$ cat src/rtl/param_counter_pkg.sv
// Shared constants and helpers for the parameterised counter.
// No logic; imported by the counter and its prescaler.
package param_counter_pkg;

  localparam int MODE_WRAP = 0;
  localparam int MODE_SAT  = 1;

  // Bits needed to hold 0..prescale-1; never less than one bit.
  function automatic int ps_width(input int prescale);
    return (prescale <= 2) ? 1 : $clog2(prescale);
  endfunction

endpackage

$ cat src/rtl/param_counter_if.sv
// Control and status bundle of param_counter; the counter drives status, the user drives control.
// Plain wires, no flow control: every control input is sampled on each rising clock edge.
interface param_counter_if #(
  parameter int WIDTH = 4
);
  logic             enable;
  logic             up_down;
  logic             clear;
  logic             load;
  logic [WIDTH-1:0] load_value;
  logic [WIDTH-1:0] counter_out;
  logic             terminal;
  logic             overflow;

  modport master (
    output enable, up_down, clear, load, load_value,
    input  counter_out, terminal, overflow
  );

  modport slave (
    input  enable, up_down, clear, load, load_value,
    output counter_out, terminal, overflow
  );
endinterface

$ cat src/rtl/counter_prescaler.sv
// Emits one step per PRESCALE enabled cycles; step is combinational from enable and the phase register.
// No backpressure; restart forces the phase back to zero on the next edge.
module counter_prescaler
  import param_counter_pkg::*;
#(
  parameter int PRESCALE = 1
) (
  input  logic clock,
  input  logic reset,
  input  logic enable,
  input  logic restart,
  output logic step
);

  generate
    if (PRESCALE == 1) begin : g_pass
      logic unused_ok;
      assign unused_ok = &{1'b0, clock, reset, restart};
      assign step      = enable;
    end else begin : g_div
      localparam int PW = ps_width(PRESCALE);
      localparam logic [PW-1:0] LAST = PW'(PRESCALE - 1);

      logic [PW-1:0] phase;

      always_ff @(posedge clock or posedge reset) begin
        if (reset) begin
          phase <= '0;
        end else if (restart) begin
          phase <= '0;
        end else if (enable) begin
          phase <= (phase == LAST) ? '0 : phase + 1'b1;
        end
      end

      assign step = enable && (phase == LAST);
    end
  endgenerate

endmodule

$ cat src/rtl/param_counter.sv
// Up/down modulo counter with load/clear, wrap or saturate, prescaled steps; outputs registered, one-edge latency.
// No backpressure; priority per edge is reset > clear > load > step.
module param_counter
  import param_counter_pkg::*;
#(
  parameter int              WIDTH    = 4,
  parameter longint unsigned MODULUS  = 64'd1 << WIDTH,
  parameter int              SATURATE = MODE_WRAP,
  parameter int              PRESCALE = 1
) (
  input logic            clock,
  input logic            reset,
  param_counter_if.slave bus
);

  localparam logic [WIDTH-1:0] MAX = WIDTH'(MODULUS - 64'd1);

  logic [WIDTH-1:0] count;
  logic [WIDTH-1:0] count_step;
  logic [WIDTH-1:0] load_clamped;
  logic             step;
  logic             restart;
  logic             at_edge;
  logic             boundary;
  logic             terminal_q;
  logic             overflow_q;

  assign restart = bus.clear | bus.load;

  counter_prescaler #(
    .PRESCALE (PRESCALE)
  ) u_prescaler (
    .clock   (clock),
    .reset   (reset),
    .enable  (bus.enable),
    .restart (restart),
    .step    (step)
  );

  // The boundary depends on direction, so a direction change only matters at the next step.
  always_comb begin
    at_edge      = bus.up_down ? (count == MAX) : (count == '0);
    boundary     = step && at_edge;
    count_step   = count;
    if (!at_edge) begin
      count_step = bus.up_down ? count + 1'b1 : count - 1'b1;
    end else if (SATURATE != MODE_SAT) begin
      count_step = bus.up_down ? '0 : MAX;
    end
    load_clamped = (bus.load_value > MAX) ? MAX : bus.load_value;
  end

  always_ff @(posedge clock or posedge reset) begin
    if (reset) begin
      count      <= '0;
      terminal_q <= 1'b0;
      overflow_q <= 1'b0;
    end else if (bus.clear) begin
      count      <= '0;
      terminal_q <= 1'b0;
      overflow_q <= 1'b0;
    end else if (bus.load) begin
      count      <= load_clamped;
      terminal_q <= 1'b0;
    end else if (step) begin
      count      <= count_step;
      terminal_q <= boundary;
      if (boundary) begin
        overflow_q <= 1'b1;
      end
    end else begin
      terminal_q <= 1'b0;
    end
  end

  assign bus.counter_out = count;
  assign bus.terminal    = terminal_q;
  assign bus.overflow    = overflow_q;

endmodule

$ cat src/flat_wrapper.sv
// flat-port wrapper written by rule: the top's interface ports become plain ports
module param_counter_flat import param_counter_pkg::*;
#(
  parameter int              WIDTH    = 4,
  parameter longint unsigned MODULUS  = 64'd1 << WIDTH,
  parameter int              SATURATE = MODE_WRAP,
  parameter int              PRESCALE = 1
)
  (clock, reset, bus_enable, bus_up_down, bus_clear, bus_load, bus_load_value, bus_counter_out, bus_terminal, bus_overflow);
  param_counter_if #(.WIDTH(WIDTH)) bus_i ();
  input logic clock;
  input logic reset;
  input wire logic [$bits(bus_i.enable)-1:0] bus_enable;
  input wire logic [$bits(bus_i.up_down)-1:0] bus_up_down;
  input wire logic [$bits(bus_i.clear)-1:0] bus_clear;
  input wire logic [$bits(bus_i.load)-1:0] bus_load;
  input wire logic [$bits(bus_i.load_value)-1:0] bus_load_value;
  output wire logic [$bits(bus_i.counter_out)-1:0] bus_counter_out;
  output wire logic [$bits(bus_i.terminal)-1:0] bus_terminal;
  output wire logic [$bits(bus_i.overflow)-1:0] bus_overflow;
  assign bus_i.enable = bus_enable;
  assign bus_i.up_down = bus_up_down;
  assign bus_i.clear = bus_clear;
  assign bus_i.load = bus_load;
  assign bus_i.load_value = bus_load_value;
  assign bus_counter_out = bus_i.counter_out;
  assign bus_terminal = bus_i.terminal;
  assign bus_overflow = bus_i.overflow;
  param_counter #(.WIDTH(WIDTH), .MODULUS(MODULUS), .SATURATE(SATURATE), .PRESCALE(PRESCALE)) u_core (.clock(clock), .reset(reset), .bus(bus_i));
endmodule
$ cat config.mk
export PLATFORM = sky130hd
export DESIGN_NAME = param_counter_flat
export DESIGN_NICKNAME = d
export VERILOG_FILES = /design/src/rtl/param_counter_pkg.sv /design/src/rtl/param_counter_if.sv /design/src/rtl/counter_prescaler.sv /design/src/rtl/param_counter.sv /design/src/flat_wrapper.sv
export SDC_FILE = /design/constraint.sdc
export NUM_CORES = 1
export LEC_CHECK = 0
export CAP_MARGIN = 20
export CORE_AREA = 2 2 39 41
export DETAILED_ROUTE_END_ITERATION = 16
export DIE_AREA = 0 0 41 43
export GPL_TIMING_DRIVEN = 0
export PLACE_DENSITY = 0.77
export SYNTH_ARGS = -nofsm -noshare
export SYNTH_HDL_FRONTEND = slang
export SYNTH_SLANG_ARGS = --single-unit
$ cat constraint.sdc
create_clock -name clock -period 2.2 [get_ports clock]
set_clock_uncertainty 0.2 [all_clocks]
set_input_delay 0.44 -clock clock [delete_from_list [all_inputs] [get_ports clock]]
set_output_delay 0.44 -clock clock [all_outputs]
set_load 0.005 [all_outputs]
==> results.md <==
* Final HPWL DP at 823 um
* GR Util All Layers at 14.5%
* Initial antenna violation count at 0
* Synth cell types at 29
* Critical Path Sink Type: flop
* Period Utilization, post-route at 93.9%
* Status: completed
* MaxCap Viol Count at 0
* CP max stage delay at 280 ps
* Family with the most delay on the worst path: compound AO/OA/AOI/OAI gates
* WL per Instance at 11.5 um
* Combinational share of power at 35.0%
* Crit-path slowest cell: clkdlybuf4s15_2
* Fin. Hold Viols at 0
* Initial DRT Pass Iterations at 2
* Synthesized Nets at 68
* Number of enable flip-flop cells after synthesis at 0
* ANT cells at 0
* Residual DRC at 0
* Routability cong. at 0.748
* Setup TNS at 0 ps
* Post-place instance area at 659 sq um
* Leakage at 0.297 nW
* WP depth at 8
* CORE AREA at 1380 sq um
* Reg clk slew, reported paths at 40 ps
* Vias/cell at 5.07
* Startpoint types: input port
* Row cnt at 14
* Buffers on Ports at 13
* Synthesized area per cell at 9.26 sq um
* Async SR Flop Fraction at 100%
* Die width at 41 um
* Switching power share of the total at 29.5%
* Main synth FF type: dfrtp_1
* Part of the Yosys area used for sequential elements at 29.5%
* Clk buf depth at 2
* Initial Util at 36.8%
* Vert. Die Dim at 43 um
* Critical path peak fanout at 8
* Final core occ at 49.7%
* FILL cells at 143
* Total CTS buffers at 3
* Tot Pwr at 0.000344 W
* Post-Layout Inst Area at 688 sq um
* RSZ-0062 raised after global routing: false
* Iteration-0 DRC Markers at 6
* Register bit total from synthesis at 6
* Clock power share at 27.4%
* Nets at 86
* Max VDD drop at 0.259 mV
* TritonCTS clock tree: built
* First-pass GRT wire length at 1750 um
* Rel. slew slack at 71.6%
* Setup CP Type: in -> reg
* Synth Cell Area at 509 sq um
* Int Pwr at 0.000242 W
* CTS root buf: clkbuf_4
* Worst path required time at 2100 ps
* Share of layout cells above drive strength 1 at 19.7%
* Critical path data arrival time at 1970 ps
* Max frequency at 0.484 GHz
* Clock period minus worst slack at 2070 ps
* Final setup vio count at 0
* Clk sinks at 6
* Reg2Reg Depth at 6
* CP Cell Sequence: clkdlybuf4s15_2, inv_1, ha_1, a21o_1, a21oi_4, xnor2_1, a221oi_2, a211oi_2
* Post-DRT Antenna Nets at 0
* Final WL at 1000 um
* Hold Path Class: in -> async
* H-tree depth at 1
* Cells after synthesis at 55
* Least-Margin Pin Slew at 425 ps
* Full die area at 1760 sq um
* Grt total ovfl at 0
* Reg power frac at 37.6%
* Layout Area Growth over Synthesis at 35.1%
* CP bufs+invs at 2
* Pwr/cell area at 499 nW/um^2
* Worst-Skew Late Latency at 230 ps
* DR vias at 441
* Num ports at 16
* Vias in the first global route at 438
* Ys Warns at 0
* Net Switching at 0.000101 W
* Largest net degree at the start of global routing at 10
* Final max-slew violation count at 0
stage by stage:
| step | setup WS [ps] | cells | hold WS [ps] |
|---|---|---|---|
| 2_1_floorplan | 353 | 55 | 31.0 |
| 3_3_place_gp | -535 | 84 | 264 |
| 3_5_place_dp | -569 | 84 | 278 |
| 4_1_cts | 98.1 | 87 | 210 |
| 5_1_grt | 31.4 | 87 | 234 |
| 6_report | 133 | 87 | 212 |
cell type report:
cell class	count	area (sq um)	share of cell area (%)
clock buffers	3	22.5	3.27
plain buffers	3	18.8	2.73
multi-input cells	38	315	45.8
flip-flops and latches	6	150	21.8
repair buffers	13	131	19.1
inverters	8	30.0	4.36
well taps	16	20.0	2.91
path summary, 6_finish.rpt:
kind                                           start                        end  slack (ps)
setup / recovery                         bus_up_down  u_core.bus.counter_out[3]         130
setup reg to reg           u_core.bus.counter_out[1]  u_core.bus.counter_out[3]         250
min in group clock               u_core.bus.overflow        u_core.bus.overflow         290
max in group asynchronous                      reset        u_core.bus.terminal        1410
hold / removal                                 reset  u_core.bus.counter_out[0]         210
hold reg to reg                  u_core.bus.overflow        u_core.bus.overflow         290
repair_timing:
item | CTS | global route
setup endpoints to repair | 2 | 1
hold buffers | 0 | 0
gates resized for setup | 3 | 1
setup buffers | 0 | 0
power groups by stage:
| stage | logic (W) | registers, W | clock network [W] |
|---|---|---|---|
| after detailed placement | 0.000120 | 0.000131 | 0 |
| after global routing | 0.000136 | 0.000131 | 0.000105 |
| after global placement | 0.000118 | 0.000130 | 0 |
| after floorplan | 0.0000778 | 0.000129 | 0 |
| after CTS | 0.000120 | 0.000129 | 0.000102 |
| final | 0.000120 | 0.000129 | 0.0000942 |
state kept, by name, indices dropped and copies added (netlist names):
signal                  count
u_core.bus.counter_out      4
u_core.bus.overflow         1
u_core.bus.terminal         1
Yosys cell counts (all sizes together) (2+ instances only):
cell | count | area, sq um
a21oi | 5 | 36.3
dfrtp | 6 | 150
ha | 2 | 25.0
a21o | 2 | 15.0
inv | 8 | 30.0
nor2 | 8 | 30.0
xnor2 | 2 | 17.5
nand2 | 3 | 16.3
clkbuf | 2 | 7.51
cells by family (layout without fill, tap and decap cells):
| kind of cell | after synthesis | in the layout | synth area share [%] |
|---|---|---|---|
| DFF | 6 | 6 | 29.5 |
| muxes | 1 | 1 | 1.97 |
| and+or+nand+nor | 15 | 15 | 16.2 |
| xor gates and xnor gates | 3 | 3 | 5.16 |
| buffers and inverters | 11 | 27 | 9.58 |
| adders and majority gates | 3 | 3 | 8.84 |
| AOI/OAI and AO/OA | 16 | 16 | 28.7 |
routing by layer:
| metal | up-vias | track usage, % | wire length, um |
|---|---|---|---|
| met3 | 0 | 1.57 | 30 |
| met5 | - | 0 | 0 |
| met2 | 6 | 24.1 | 542 |
| li1 | 226 | - | - |
| met1 | 209 | 17.1 | 427 |
| met4 | 0 | 8.00 | 0 |
layout by cell type (no fill, tap or decap), types with 2 or more instances in the layout:
| cell | Yosys | layout |
|---|---|---|
| xnor2_1 | 2 | 2 |
| clkdlybuf4s50_1 | 0 | 12 |
| clkbuf_1 | 2 | 2 |
| a21oi_1 | 4 | 4 |
| inv_1 | 7 | 7 |
| a21o_1 | 2 | 2 |
| ha_1 | 2 | 2 |
| nand2_2 | 2 | 2 |
| dfrtp_1 | 6 | 6 |
| clkbuf_4 | 0 | 3 |
| nor2_1 | 8 | 8 |
No activity file was read; power rests on OpenSTA's default activity.
